`src/rtl/fifo_flow_ctrl_if.sv`:
```
// rtl/fifo_flow_ctrl_if.sv - source/destination FIFO handshake bundle for fifo_flow_ctrl
interface fifo_flow_ctrl_if #(
    parameter int data_width = 6
);
    logic                  vc0_empty;
    logic                  vc1_empty;
    logic [data_width-1:0] vc0_data;
    logic [data_width-1:0] vc1_data;
    logic                  d0_almost_full;
    logic                  d1_almost_full;
    logic                  d0_full;
    logic                  d1_full;
    logic                  err_vc0;
    logic                  err_vc1;
    logic                  err_d0;
    logic                  err_d1;
    logic                  vc0_rd;
    logic                  vc1_rd;
    logic                  d0_wr;
    logic                  d1_wr;
    logic [data_width-1:0] d_data;

    // Controller side
    modport slave (
        input  vc0_empty, vc1_empty, vc0_data, vc1_data,
        input  d0_almost_full, d1_almost_full, d0_full, d1_full,
        input  err_vc0, err_vc1, err_d0, err_d1,
        output vc0_rd, vc1_rd, d0_wr, d1_wr, d_data
    );

    // FIFO bank side
    modport master (
        output vc0_empty, vc1_empty, vc0_data, vc1_data,
        output d0_almost_full, d1_almost_full, d0_full, d1_full,
        output err_vc0, err_vc1, err_d0, err_d1,
        input  vc0_rd, vc1_rd, d0_wr, d1_wr, d_data
    );
endinterface

```
`src/rtl/fifo_flow_ctrl.sv`:
```
// rtl/fifo_flow_ctrl.sv - transmit FIFO bank controller: VC0-priority pop, MSB routing, sticky error
module fifo_flow_ctrl #(
    parameter int data_width   = 6,
    parameter int umbral_width = 4
) (
    input  logic                    clk,
    input  logic                    reset_L,
    input  logic                    init,
    input  logic [umbral_width-1:0] Umbral_VC_in,
    input  logic [umbral_width-1:0] Umbral_D_in,
    fifo_flow_ctrl_if.slave         fifo,
    output logic [umbral_width-1:0] Umbral_VC_out,
    output logic [umbral_width-1:0] Umbral_D_out,
    output logic                    fifo_init,
    output logic [2:0]              state,
    output logic                    idle,
    output logic                    active,
    output logic                    error
);
    typedef enum logic [2:0] {
        S_RESET  = 3'd0,
        S_INIT   = 3'd1,
        S_IDLE   = 3'd2,
        S_ACTIVE = 3'd3,
        S_ERROR  = 3'd4
    } state_t;

    state_t                state_q;
    logic                  pend_vld;
    logic                  pend_src;
    logic                  any_err;
    logic                  dst_busy;
    logic                  pop_ok;
    logic                  vc0_pop;
    logic                  vc1_pop;
    logic [data_width-1:0] wdata;

    assign any_err  = fifo.err_vc0 | fifo.err_vc1 | fifo.err_d0 | fifo.err_d1;
    // Route is unknown until the word returns, so both destinations must have room
    assign dst_busy = fifo.d0_almost_full | fifo.d1_almost_full | fifo.d0_full | fifo.d1_full;
    assign pop_ok   = (state_q == S_ACTIVE) && !dst_busy;
    assign vc0_pop  = pop_ok && !fifo.vc0_empty;
    assign vc1_pop  = pop_ok && fifo.vc0_empty && !fifo.vc1_empty;

    assign wdata = pend_vld ? (pend_src ? fifo.vc1_data : fifo.vc0_data) : '0;

    assign fifo.vc0_rd = vc0_pop;
    assign fifo.vc1_rd = vc1_pop;
    assign fifo.d_data = wdata;
    assign fifo.d0_wr  = pend_vld && !wdata[data_width-1];
    assign fifo.d1_wr  = pend_vld && wdata[data_width-1];

    assign state  = state_q;
    assign idle   = (state_q == S_IDLE);
    assign active = (state_q == S_ACTIVE);
    assign error  = (state_q == S_ERROR);

    always_ff @(posedge clk or negedge reset_L) begin
        if (!reset_L) begin
            state_q       <= S_RESET;
            Umbral_VC_out <= '0;
            Umbral_D_out  <= '0;
            fifo_init     <= 1'b0;
            pend_vld      <= 1'b0;
            pend_src      <= 1'b0;
        end else begin
            pend_vld <= vc0_pop | vc1_pop;
            pend_src <= vc1_pop;
            case (state_q)
                S_RESET: begin
                    state_q   <= S_INIT;
                    fifo_init <= 1'b0;
                end
                S_INIT: begin
                    Umbral_VC_out <= Umbral_VC_in;
                    Umbral_D_out  <= Umbral_D_in;
                    if (!init) begin
                        state_q   <= S_IDLE;
                        fifo_init <= 1'b1;
                    end else begin
                        fifo_init <= 1'b0;
                    end
                end
                S_IDLE: begin
                    if (init) begin
                        state_q   <= S_INIT;
                        fifo_init <= 1'b0;
                    end else if (any_err) begin
                        state_q <= S_ERROR;
                    end else if (!fifo.vc0_empty || !fifo.vc1_empty) begin
                        state_q <= S_ACTIVE;
                    end
                end
                S_ACTIVE: begin
                    // A word popped this cycle is dropped when leaving for INIT/ERROR
                    if (init) begin
                        state_q   <= S_INIT;
                        fifo_init <= 1'b0;
                        pend_vld  <= 1'b0;
                    end else if (any_err) begin
                        state_q  <= S_ERROR;
                        pend_vld <= 1'b0;
                    end else if (fifo.vc0_empty && fifo.vc1_empty && !pend_vld) begin
                        state_q <= S_IDLE;
                    end
                end
                S_ERROR: begin
                    if (init) begin
                        state_q   <= S_INIT;
                        fifo_init <= 1'b0;
                    end
                end
                default: begin
                    state_q   <= S_RESET;
                    fifo_init <= 1'b0;
                    pend_vld  <= 1'b0;
                end
            endcase
        end
    end
endmodule

```
`src/flat_wrapper.sv`:
```
// flat-port wrapper written by rule: the top's interface ports become plain ports
module fifo_flow_ctrl_flat 
#(
    parameter int data_width   = 6,
    parameter int umbral_width = 4
)
  (clk, reset_L, init, Umbral_VC_in, Umbral_D_in, Umbral_VC_out, Umbral_D_out, fifo_init, state, idle, active, error, fifo_vc0_empty, fifo_vc1_empty, fifo_vc0_data, fifo_vc1_data, fifo_d0_almost_full, fifo_d1_almost_full, fifo_d0_full, fifo_d1_full, fifo_err_vc0, fifo_err_vc1, fifo_err_d0, fifo_err_d1, fifo_vc0_rd, fifo_vc1_rd, fifo_d0_wr, fifo_d1_wr, fifo_d_data);
  fifo_flow_ctrl_if #(.data_width(data_width)) fifo_i ();
  input  logic clk;
  input  logic reset_L;
  input  logic init;
  input  logic [umbral_width-1:0] Umbral_VC_in;
  input  logic [umbral_width-1:0] Umbral_D_in;
  output logic [umbral_width-1:0] Umbral_VC_out;
  output logic [umbral_width-1:0] Umbral_D_out;
  output logic fifo_init;
  output logic [2:0] state;
  output logic idle;
  output logic active;
  output logic error;
  input wire logic [$bits(fifo_i.vc0_empty)-1:0] fifo_vc0_empty;
  input wire logic [$bits(fifo_i.vc1_empty)-1:0] fifo_vc1_empty;
  input wire logic [$bits(fifo_i.vc0_data)-1:0] fifo_vc0_data;
  input wire logic [$bits(fifo_i.vc1_data)-1:0] fifo_vc1_data;
  input wire logic [$bits(fifo_i.d0_almost_full)-1:0] fifo_d0_almost_full;
  input wire logic [$bits(fifo_i.d1_almost_full)-1:0] fifo_d1_almost_full;
  input wire logic [$bits(fifo_i.d0_full)-1:0] fifo_d0_full;
  input wire logic [$bits(fifo_i.d1_full)-1:0] fifo_d1_full;
  input wire logic [$bits(fifo_i.err_vc0)-1:0] fifo_err_vc0;
  input wire logic [$bits(fifo_i.err_vc1)-1:0] fifo_err_vc1;
  input wire logic [$bits(fifo_i.err_d0)-1:0] fifo_err_d0;
  input wire logic [$bits(fifo_i.err_d1)-1:0] fifo_err_d1;
  output wire logic [$bits(fifo_i.vc0_rd)-1:0] fifo_vc0_rd;
  output wire logic [$bits(fifo_i.vc1_rd)-1:0] fifo_vc1_rd;
  output wire logic [$bits(fifo_i.d0_wr)-1:0] fifo_d0_wr;
  output wire logic [$bits(fifo_i.d1_wr)-1:0] fifo_d1_wr;
  output wire logic [$bits(fifo_i.d_data)-1:0] fifo_d_data;
  assign fifo_i.vc0_empty = fifo_vc0_empty;
  assign fifo_i.vc1_empty = fifo_vc1_empty;
  assign fifo_i.vc0_data = fifo_vc0_data;
  assign fifo_i.vc1_data = fifo_vc1_data;
  assign fifo_i.d0_almost_full = fifo_d0_almost_full;
  assign fifo_i.d1_almost_full = fifo_d1_almost_full;
  assign fifo_i.d0_full = fifo_d0_full;
  assign fifo_i.d1_full = fifo_d1_full;
  assign fifo_i.err_vc0 = fifo_err_vc0;
  assign fifo_i.err_vc1 = fifo_err_vc1;
  assign fifo_i.err_d0 = fifo_err_d0;
  assign fifo_i.err_d1 = fifo_err_d1;
  assign fifo_vc0_rd = fifo_i.vc0_rd;
  assign fifo_vc1_rd = fifo_i.vc1_rd;
  assign fifo_d0_wr = fifo_i.d0_wr;
  assign fifo_d1_wr = fifo_i.d1_wr;
  assign fifo_d_data = fifo_i.d_data;
  fifo_flow_ctrl #(.data_width(data_width), .umbral_width(umbral_width)) u_core (.clk(clk), .reset_L(reset_L), .init(init), .Umbral_VC_in(Umbral_VC_in), .Umbral_D_in(Umbral_D_in), .fifo(fifo_i), .Umbral_VC_out(Umbral_VC_out), .Umbral_D_out(Umbral_D_out), .fifo_init(fifo_init), .state(state), .idle(idle), .active(active), .error(error));
endmodule
```
`config.mk`:
```
export PLATFORM = sky130hd
export DESIGN_NAME = fifo_flow_ctrl_flat
export DESIGN_NICKNAME = d
export VERILOG_FILES = /design/src/rtl/fifo_flow_ctrl_if.sv /design/src/rtl/fifo_flow_ctrl.sv /design/src/flat_wrapper.sv
export SDC_FILE = /design/constraint.sdc
export NUM_CORES = 1
export LEC_CHECK = 0
export BUFFER_PORTS_ARGS = -buffer_cell sky130_fd_sc_hd__buf_2
export CAP_MARGIN = 0
export CORE_UTILIZATION = 41
export DETAILED_ROUTE_END_ITERATION = 6
export PLACE_DENSITY = 0.82
export SLEW_MARGIN = 20
export SYNTH_ARGS = -nofsm -noshare
export SYNTH_HDL_FRONTEND = slang
export SYNTH_SLANG_ARGS = --single-unit
```
`constraint.sdc`:
```
create_clock -name clk -period 2.5 [get_ports clk]
set_input_delay 0.5 -clock clk [delete_from_list [all_inputs] [get_ports clk]]
set_output_delay 0.5 -clock clk [all_outputs]
set_load 0.1 [all_outputs]
```
==> impl_metrics.csv <==
group,metric,value,unit
status,status,"finished clean",
logic_synthesis,synth_edf_count,0,
sta,finalWorstSetupSlack,0.249,ns
logic_synthesis,synth.avg_cell_area,11.0,µm²
cts,clkLatencyLatePin,0.27,ns
finish,drive_gt1_frac,0.627,
sta,skew,0.00284,ns
detailed_routing,vias_per_cell,4.97,
placement,dp_slack,0.361,ns
sta,slew_viol_final,0,
logic_synthesis,netlist_instances,69,
worst_hold_path,hold_path_class,"in -> async",
placement,dp_hpwl,1370,µm
cts,ctsResizeCount,0,
setup_path,slowest_delay,0.47,ns
finish,num_antenna_cells,0,
setup_path,ff2ff_setup_slack,1.02,ns
die,die_area,2030,µm²
sta,setup_viol,0,
logic_synthesis,ys_seq_area_frac,0.460,
cts,cts_setup_buffers,0,
logic_synthesis,synthMuxAreaShare,0.197,
setup_path,path_max_fanout,7,
setup_path,startpoint,"u_core.state[2]$_DFFE_PN0P_",
sta,hold_violations,0,
setup_path,worstPathCellList,"and2b_2, nand3_1, nor2_2, buf_2",
global_routing,gr-max-usage-layer,"met2",
detailed_routing,ant_nets,0,
cts,holdBufCountCts,0,
setup_path,r2r_cells,2,
global_routing,grt_pass1_wl,2700,µm
setup_path,critPathBufInv,1,
logic_synthesis,async_reset_ff_frac,1.00,
run,drv_cap,0,
logic_synthesis,synth.distinct_cells,26,
setup_path,reg2reg_from,"u_core.state[0]$_DFFE_PN0P_",
finish,final_cells,151,
finish,fin_area,1140,µm²
setup_path,worst_setup_path_end_kind,"output pin",
detailed_routing,dr.pass1.iters,4,
global_routing,overflow,0,
detailed_routing,wirelength,1760,µm
sta,tightest_slew,0.489,ns
logic_synthesis,synthesis.nets,102,
setup_path,r2r-end,"u_core.Umbral_D_out[3]$_DFFE_PN0N_",
pwr,peakVddDrop,0.00104,V
placement,dp.cells,147,
cts,htreeDepth,1,
sta,post-route-min-period,2.25,ns
finish,fillCellCount,146,
die,rows,15,
sta,maxClockFrequency,444,MHz
cts,root_buffer,"clkbuf_4",
finish,layout.nets,160,
cts,cts.clk_slew.worst_paths,0.08,ns
logic_synthesis,synth_xor_area_frac,0,
cts,cts_tree,"built",
detailed_routing,drt_iter0_markers,11,
die,core,1730,µm²
logic_synthesis,synth-simple-area-share,0.209,
sta,holdWs,0.103,ns
cts,clk_path_buf_depth,2,
pwr,p_leak,0.562,nW
global_routing,antenna_found_initial,0,
placement,port_buffers,57,
finish,final_cell_mix,"buf_2 (56), dfrtp_1 (11), mux2_2 (8)",
die,die_w,45.1,µm
logic_synthesis,ys_seq_elements,14,
logic_synthesis,synth-adder-area-share,0.0131,
setup_path,critPathLaunchType,"flop",
setup_path,worst_ep_required_time,2.00,ns
cts,clock-sinks,14,
detailed_routing,drc,0,
placement,gp_congestion,0.720,
pwr,finalPower,1.26,mW
die,fp.dieH,45.1,µm
global_routing,grt_pass1_vias,645,
sta,finalCritPeriodShare,0.900,
cts,cts_buffers,3,
setup_path,cp_slowest_cell,"dfrtp_2",
die,initial_utilization,0.441,
setup_path,crit_type,"reg -> out",
global_routing,grt_max_degree,15,
logic_synthesis,ys_warn_count,0,
finish,layout_commonest_cell,"buf_2",
logic_synthesis,synth_flop_cell,"dfrtp_1",
detailed_routing,post_drt_wl_per_cell,11.6,µm
global_routing,grt.met2_usage,0.301,
logic_synthesis,synth-compound-area-share,0.0821,
global_routing,grtUsageMet1,0.231,
sta,grt_setup_unrepaired,"no",
global_routing,grt_use_total,0.187,
global_routing,met3_usage,0.0480,
finish,areaGrowthSynthToFinish,49.8,%
logic_synthesis,synth_area,762,µm²
setup_path,cp_top_family,"simple AND/OR/NAND/NOR gates",
logic_synthesis,synth_top_family_by_area,"simple AND/OR/NAND/NOR gates",
pwr,p_per_area,1110,nW/µm²
placement,placed_area,1100,µm²
sta,maxSlewHeadroom,0.676,
die,io_pins,58,
setup_path,cp.arrival,1.75,ns
detailed_routing,vias,751,
-- worst max-delay path by stage --
stage	endpoint	slack, ns	cells past startpoint
after floorplan	fifo_vc1_rd	-0.22	4
after global placement	fifo_vc0_rd	0.39	5
after detailed placement	fifo_vc0_rd	0.36	5
after CTS	fifo_vc0_rd	0.24	4
after global routing	fifo_vc0_rd	0.16	4
final	fifo_vc0_rd	0.25	4
-- Yosys cell counts (2+ instances only) --
cell type  number  area share
nand2_1         2      0.0099
inv_1           2      0.0099
a21oi_1         3       0.020
nand3b_1        2       0.020
mux2_2          8        0.12
nor4_1          2       0.016
nor2b_1         7       0.057
mux2i_1         6       0.079
and2_1          2       0.016
a211oi_1        2       0.020
dfrtp_1        14        0.46
nor2_1          4       0.020
buf_2           2       0.013
-- metal layers --
layer  up-vias  part of all wire
met5         -                 0
met4         0            0.0068
met3         2              0.10
met2        44              0.47
met1       346              0.42
li1        359                 -
-- final cells by class --
class | count | area (µm²) | area share
multi-input cells | 49 | 412 | 0.361
flip-flops and latches | 14 | 354 | 0.310
repair buffers | 57 | 300 | 0.263
clock buffers | 4 | 36.3 | 0.0318
well taps | 25 | 31.3 | 0.0274
inverters | 2 | 7.51 | 0.00658
-- sequential cells by signal, summed over array words and instances (netlist names) --
name	count
u_core.fifo_init	1
u_core.Umbral_D_out	4
u_core.state	3
u_core.Umbral_VC_out	4
u_core.pend_src	1
u_core.pend_vld	1
-- report_power, final --
group / internal (mW) / switching, mW
registers: 0.291 / 0.0520
logic: 0.149 / 0.612
clock network: 0.0885 / 0.0720
total: 0.528 / 0.736
-- worst reg2reg max path: stages, from the launching register on --
cell and delay, ns:
dfrtp_2 0.51, nor3b_4 0.47, mux2_2 0.39
-- cell families (layout without fill, tap and decap cells) --
logic type | Yosys count | in the layout
buffers and inverters | 6 | 63
DFF | 14 | 14
muxes | 14 | 14
and+or+nand+nor | 25 | 25
adders and majority gates | 1 | 1
AOI/OAI and AO/OA | 9 | 9
-- per-stage QoR --
step,utilization,setup TNS [ns]
floorplan,-,-0.374
CTS,0.661,0
detailed placement,0.640,0
global route,0.661,0
global placement,0.640,0
finish,0.661,0
No activity file was read; power rests on OpenSTA's default activity.
